`config.mk`:
```
export PLATFORM = sky130hd
export DESIGN_NAME = imem_dmem_port_arbiter
export DESIGN_NICKNAME = d
export VERILOG_FILES = /design/src/rtl/imem_dmem_port_arbiter.sv
export SDC_FILE = /design/constraint.sdc
export NUM_CORES = 1
export LEC_CHECK = 0
export BUFFER_PORTS_ARGS = -buffer_cell sky130_fd_sc_hd__buf_2
export CORE_ASPECT_RATIO = 0.9
export CORE_MARGIN = 4
export CORE_UTILIZATION = 44
export CTS_BUF_LIST = sky130_fd_sc_hd__clkbuf_4 sky130_fd_sc_hd__clkbuf_8
export CTS_CLUSTER_DIAMETER = 200
export DETAILED_ROUTE_END_ITERATION = 10
export PLACE_DENSITY = 0.9
export SYNTH_ARGS = -nofsm -noshare
export SYNTH_HDL_FRONTEND = slang
export SYNTH_SLANG_ARGS = --single-unit
```
`constraint.sdc`:
```
create_clock -name clk -period 2.87 [get_ports clk]
set_clock_uncertainty 0.05 [all_clocks]
set_input_delay 0.4305 -clock clk [delete_from_list [all_inputs] [get_ports clk]]
set_output_delay 0.4305 -clock clk [all_outputs]
set_load 0.02 [all_outputs]
```
`src/rtl/imem_dmem_port_arbiter.sv`:
```
// Arbitrates one single-ported, fixed-latency memory between instruction fetch and load/store.
// Define ARB_PERF_CNT_EN to add grant and conflict performance counters.
module imem_dmem_port_arbiter #(
   parameter int MemLatency  = 2,
   parameter int StarveLimit = 2
) (
   input  logic        clk,
   input  logic        reset,
   input  logic        fetch_req,
   input  logic [0:31] fetch_addr,
   input  logic        fetch_flush,
   output logic        fetch_gnt,
   output logic        fetch_rvalid,
   output logic [0:31] fetch_rdata,
   output logic        fetch_stall,
   input  logic        data_req,
   input  logic        data_we,
   input  logic [0:31] data_addr,
   input  logic [0:31] data_wdata,
   input  logic [0:3]  data_be,
   output logic        data_gnt,
   output logic        data_rvalid,
   output logic [0:31] data_rdata,
   output logic        mem_en,
   output logic        mem_we,
   output logic [0:31] mem_addr,
   output logic [0:31] mem_wdata,
   output logic [0:3]  mem_be,
   input  logic [0:31] mem_rdata
`ifdef ARB_PERF_CNT_EN
   ,
   output logic [0:31] perf_fetch_grants,
   output logic [0:31] perf_data_grants,
   output logic [0:31] perf_conflicts
`endif
);

   localparam logic [3:0] LAT_LOAD  = 4'(MemLatency);
   localparam logic [2:0] STARVE_MAX = 3'(StarveLimit);

   typedef enum logic {IDLE, BUSY} state_t;

   state_t      state_reg, state_next;
   logic [3:0]  lat_cnt_reg;
   logic [2:0]  starve_cnt_reg;
   logic        drop_reg;
   logic        owner_data_reg;
   logic        store_reg;
   logic [0:31] fetch_rdata_reg;
   logic [0:31] data_rdata_reg;

   logic starved;
   logic grant_data;
   logic grant_fetch;
   logic done;

   // Data normally wins (older instruction); fetch is forced through once starved.
   assign starved     = (starve_cnt_reg == STARVE_MAX);
   assign grant_data  = (state_reg == IDLE) && !reset && data_req && !(fetch_req && starved);
   assign grant_fetch = (state_reg == IDLE) && !reset && fetch_req && !grant_data;
   assign done        = (state_reg == BUSY) && !reset && (lat_cnt_reg == 4'd1);

   always_ff @(posedge clk) begin
      if (reset) state_reg <= IDLE;
      else       state_reg <= state_next;
   end

   always_comb begin
      state_next = state_reg;
      case (state_reg)
         IDLE:    if (grant_fetch || grant_data) state_next = BUSY;
         BUSY:    if (done) state_next = IDLE;
         default: state_next = IDLE;
      endcase
   end

   always_comb begin
      fetch_gnt    = grant_fetch;
      data_gnt     = grant_data;
      mem_en       = grant_fetch || grant_data;
      mem_we       = grant_data && data_we;
      mem_addr     = '0;
      mem_wdata    = '0;
      mem_be       = '0;
      if (grant_data) begin
         mem_addr  = data_addr;
         mem_wdata = data_wdata;
         mem_be    = data_be;
      end else if (grant_fetch) begin
         mem_addr  = fetch_addr;
         mem_be    = 4'hF;
      end
      // A flush on the completion cycle itself also kills the response.
      fetch_rvalid = done && !owner_data_reg && !(drop_reg || fetch_flush);
      data_rvalid  = done && owner_data_reg;
      fetch_rdata  = fetch_rvalid ? mem_rdata : fetch_rdata_reg;
      data_rdata   = data_rvalid ? (store_reg ? '0 : mem_rdata) : data_rdata_reg;
      fetch_stall  = fetch_req && !fetch_rvalid;
   end

   always_ff @(posedge clk) begin
      if (reset) begin
         lat_cnt_reg     <= '0;
         starve_cnt_reg  <= '0;
         drop_reg        <= 1'b0;
         owner_data_reg  <= 1'b0;
         store_reg       <= 1'b0;
         fetch_rdata_reg <= '0;
         data_rdata_reg  <= '0;
      end else begin
         if (grant_fetch || grant_data) begin
            lat_cnt_reg    <= LAT_LOAD;
            owner_data_reg <= grant_data;
            store_reg      <= grant_data && data_we;
            drop_reg       <= grant_fetch && fetch_flush;
         end else if (state_reg == BUSY) begin
            lat_cnt_reg <= lat_cnt_reg - 4'd1;
            if (done)
               drop_reg <= 1'b0;
            else if (!owner_data_reg && fetch_flush)
               drop_reg <= 1'b1;
         end
         if (fetch_rvalid) fetch_rdata_reg <= mem_rdata;
         if (data_rvalid)  data_rdata_reg  <= store_reg ? '0 : mem_rdata;
         if (grant_fetch || !fetch_req)
            starve_cnt_reg <= '0;
         else if (grant_data && !starved)
            starve_cnt_reg <= starve_cnt_reg + 3'd1;
      end
   end

`ifdef ARB_PERF_CNT_EN
   always_ff @(posedge clk) begin
      if (reset) begin
         perf_fetch_grants <= '0;
         perf_data_grants  <= '0;
         perf_conflicts    <= '0;
      end else begin
         if (grant_fetch) perf_fetch_grants <= perf_fetch_grants + 32'd1;
         if (grant_data)  perf_data_grants  <= perf_data_grants + 32'd1;
         if ((state_reg == IDLE) && fetch_req && data_req)
            perf_conflicts <= perf_conflicts + 32'd1;
      end
   end
`endif

endmodule

```
==> summary.md <==
| Metric | Value |
|---|---|
| Final Critical Period | `around 2800 ps` |
| Detail Placement HPWL | `~14 mm` |
| Global-route wire length before repair | `26.2 mm` |
| Syn Inst Count | `about 480` |
| Buf+Inv Stages, Crit Path | `3` |
| Row count | `33` |
| Vias in the first global route | `~4600` |
| Fin crit share | `97.4%` |
| Final setup viols | `0` |
| Vias post-DR | `4789` |
| Power per cell area | `approximately 410 mW/mm^2` |
| Crit-path max cell delay | `430 ps` |
| DR pass1 iterations | `5` |
| Distinct cells, synth | `40` |
| Routed Antenna Nets | `0` |
| CP Class | `flip-flop to output pin` |
| CTS Buffer Depth | `2` |
| Mean post-synth cell area | `between 8 and 9 sq um` |
| Placed cell area | `roughly 0.0057 sq mm` |
| Register area share after synthesis | `35.8%` |
| Clock Pin Slew Worst Setup and Hold Paths | `approximately 80 ps` |
| Sequence of cells on the critical path | `inv_1, ha_1, nand2b_1, a2111oi_4, buf_4, a22o_1, buf_2` |
| Number of fill cells | `773` |
| Post-synth top area cell | `dfxtp_1` |
| DRC Markers | `0` |
| Slew headroom | `a little over half` |
| Post-Route Setup TNS | `0 ps` |
| # Post-CTS Setup Buffers | `0` |
| Initial antenna violation count | `5` |
| RSZ-0062 raised after global routing | `false` |
| DRT iter0 DRCs | `between 400 and 500` |
| Synth-to-Final Area Change | `42.1%` |
| Final Net Count | `a little under 900` |
| Peak VDD IR | `between 0.15 and 0.2 mV` |
| #FFs+latches synth | `75` |
| Root Buffer | `clkbuf_8` |
| Clock latency on the worst-skew pair | `340 ps` |
| Port Buffers | `276` |
| Ys Warns | `0` |
| CORE AREA | `slightly above 0.009 sq mm` |
| Final instance area | `a little under 0.006 sq mm` |
| CTS Hold Buffers Added | `0` |
| Startpoint types | `flip-flop` |
| CP max FO | `39` |
| H-Tree Depth | `3` |
| Fraction of layout cells with a size suffix above 1 | `about half` |
| Max cap viols | `0` |
| Worst hold-check path type | `input pin to flip-flop` |
| Worst Tran Pin Value | `between 600 and 700 ps` |
| Util after Layout | `roughly 65%` |
| Total gr overflow | `0` |
| Initial Util | `~45%` |
| CP max stage cell | `buf_4` |
| Post-DR vias/cell | `roughly 5.5` |
| Ports | `roughly 280` |
| CP arrival | `2310 ps` |
| Die ar. | `about 0.011 sq mm` |
| Status | `complete, no violations` |
| CP top delay family | `buffers and inverters` |
| Final count of hold timing violations | `0` |
| Share of the synthesized area in the top cell type | `between 30% and 40%` |
| Synth area leaders | `dfxtp_1 36%, mux2_2 13%, a22o_1 6.7%, nand4_1 5.2%, and2_1 4.9%` |
| Fin. max-slew vios | `0` |
| Fmax | `about 360 MHz` |
| Total CTS buffers | `9` |
| CTS Sinks | `75` |
| Syn_nets | `between 600 and 700` |
| RD Place Congestion | `0.963` |
| Die width | `about 110 microns` |
| GRT Total Usage | `between 30% and 40%` |
| CP Capture Type | `output pin` |
| CTS tree | `built` |
| Req. time, crit path | `between 2000 and 2500 ps` |
| WL final | `around 18 mm` |
| Pin count of the biggest net entering global routing | `65` |
| Post-Syn Area | `approximately 0.0042 sq mm` |
| Leak Pwr | `~3.2 nW` |
| WL/cell | `approximately 21 microns` |
| Die H | `between 100 and 150 microns` |
layer usage:
layer  global-route usage, %  part of all wire (%)  up-vias
met5                       0                  0.17        -
met1                    36.5                    38     2250
li1                        -                     -     2229
met3                    11.6                    11       43
met2                    49.0                    46      263
met4                    13.7                   3.9        4
metrics by stage:
step | cells | power [W] | setup slack [ps] | hold slack (ps)
CTS | 860 | 0.00243 | 40.6 | 241
finish | 863 | 0.00242 | 74.5 | 251
floorplan | 476 | 0.00129 | 611 | 391
global route | 861 | 0.00250 | 4.26 | 236
global placement | 844 | 0.00151 | 388 | 401
detailed placement | 844 | 0.00152 | 315 | 405
where the power goes:
part / leakage, nW / total (W) / internal (W) / switching [W]
logic: 2.44 / 0.000433 / 0.000171 / 0.000262
clock network: 0.117 / 0.000921 / 0.000534 / 0.000388
registers: 0.606 / 0.00107 / 0.00105 / 0.0000163
cell type report:
cell class	count	area, sq um	area share [%]
Clock inverter	4	73.8	1.24
Tap cell	122	153	2.56
Sequential cell	75	1500	25.2
Timing Repair Buffer	290	1540	25.8
Multi-Input combinational cell	336	2450	41.1
Antenna cell	3	7.51	0.126
Inverter	21	78.8	1.32
Clock buffer	12	153	2.56
cell usage after synthesis, drive strengths merged:
cell type,count
nor2,8
and4,1
nor3,4
nand2,27
a22o,32
nand4bb,1
nor4b,2
xor2,1
o21ai,34
o221ai,1
and2,33
nand4,35
a31oi,1
nor4bb,1
buf,23
clkbuf,21
xnor2,2
or3b,1
a21oi,26
nor3b,1
or3,3
a221oi,1
inv,21
o2bb2ai,2
mux2,58
nor2b,31
dfxtp,75
a211oi,2
o31ai,15
or4b,1
a21o,5
ha,4
nand2b,2
a2111oi,1
final timing paths:
| path | slack [ps] | start | to | cells after the start |
|---|---|---|---|---|
| setup / recovery | 70 | starve_cnt_reg[0]$_SDFFE_PP0P_ | mem_addr[17] | 7 |
| hold / removal | 250 | reset | state_reg$_SDFF_PP0_ | 2 |
| setup reg to reg | 950 | lat_cnt_reg[1]$_SDFFE_PP0P_ | fetch_rdata_reg[20]$_SDFF_PP0_ | 6 |
| hold reg to reg | 420 | data_rdata_reg[1]$_SDFF_PP0_ | data_rdata_reg[1]$_SDFF_PP0_ | 2 |
cells in the final DEF (no fill, tap or decap), drive strengths merged, types with 2 or more instances in the layout:
cell and n:
clkinv 2, bufinv 2, nor2 8, a21oi 26, xnor2 2, and2 33
a211oi 2, nor4b 2, o21ai 34, buf 290, o2bb2ai 2, dfxtp 75
nand2 27, nor2b 31, clkbuf 12, nand4 35, diode 3, o31ai 15
a21o 5, nand2b 2, a22o 32, inv 21, nor3 4, ha 4
mux2 58, or3 3
worst reg2reg max path, stage by stage, from the launching register on:
cell and delay (ps):
dfxtp_1 320, inv_1 80, ha_1 210, nand4bb_1 210
nor3_4 310, buf_12 250, mux2_2 370
kinds of logic (layout without fill, tap and decap cells):
kind of cell             count (synthesis)  count (layout)  share of synthesized area [%]
AND/OR/NAND/NOR                        151             151                           21.0
AO/OA/AOI/OAI                          120             120                           19.1
flip-flops                              75              75                           35.8
buffers and inverters                   65             327                           6.57
multiplexers                            58              58                           15.6
adder cells (fa/ha/maj)                  4               4                           1.19
XOR/XNOR                                 3               3                          0.627
other                                    0               3                              0
what timing repair did:
item                                    CTS  global route
endpoints found under the setup margin    0            14
gates resized for setup                   0             4
hold endpoints to repair                  0             0
Note: power is estimated with default switching activity, not from simulation.
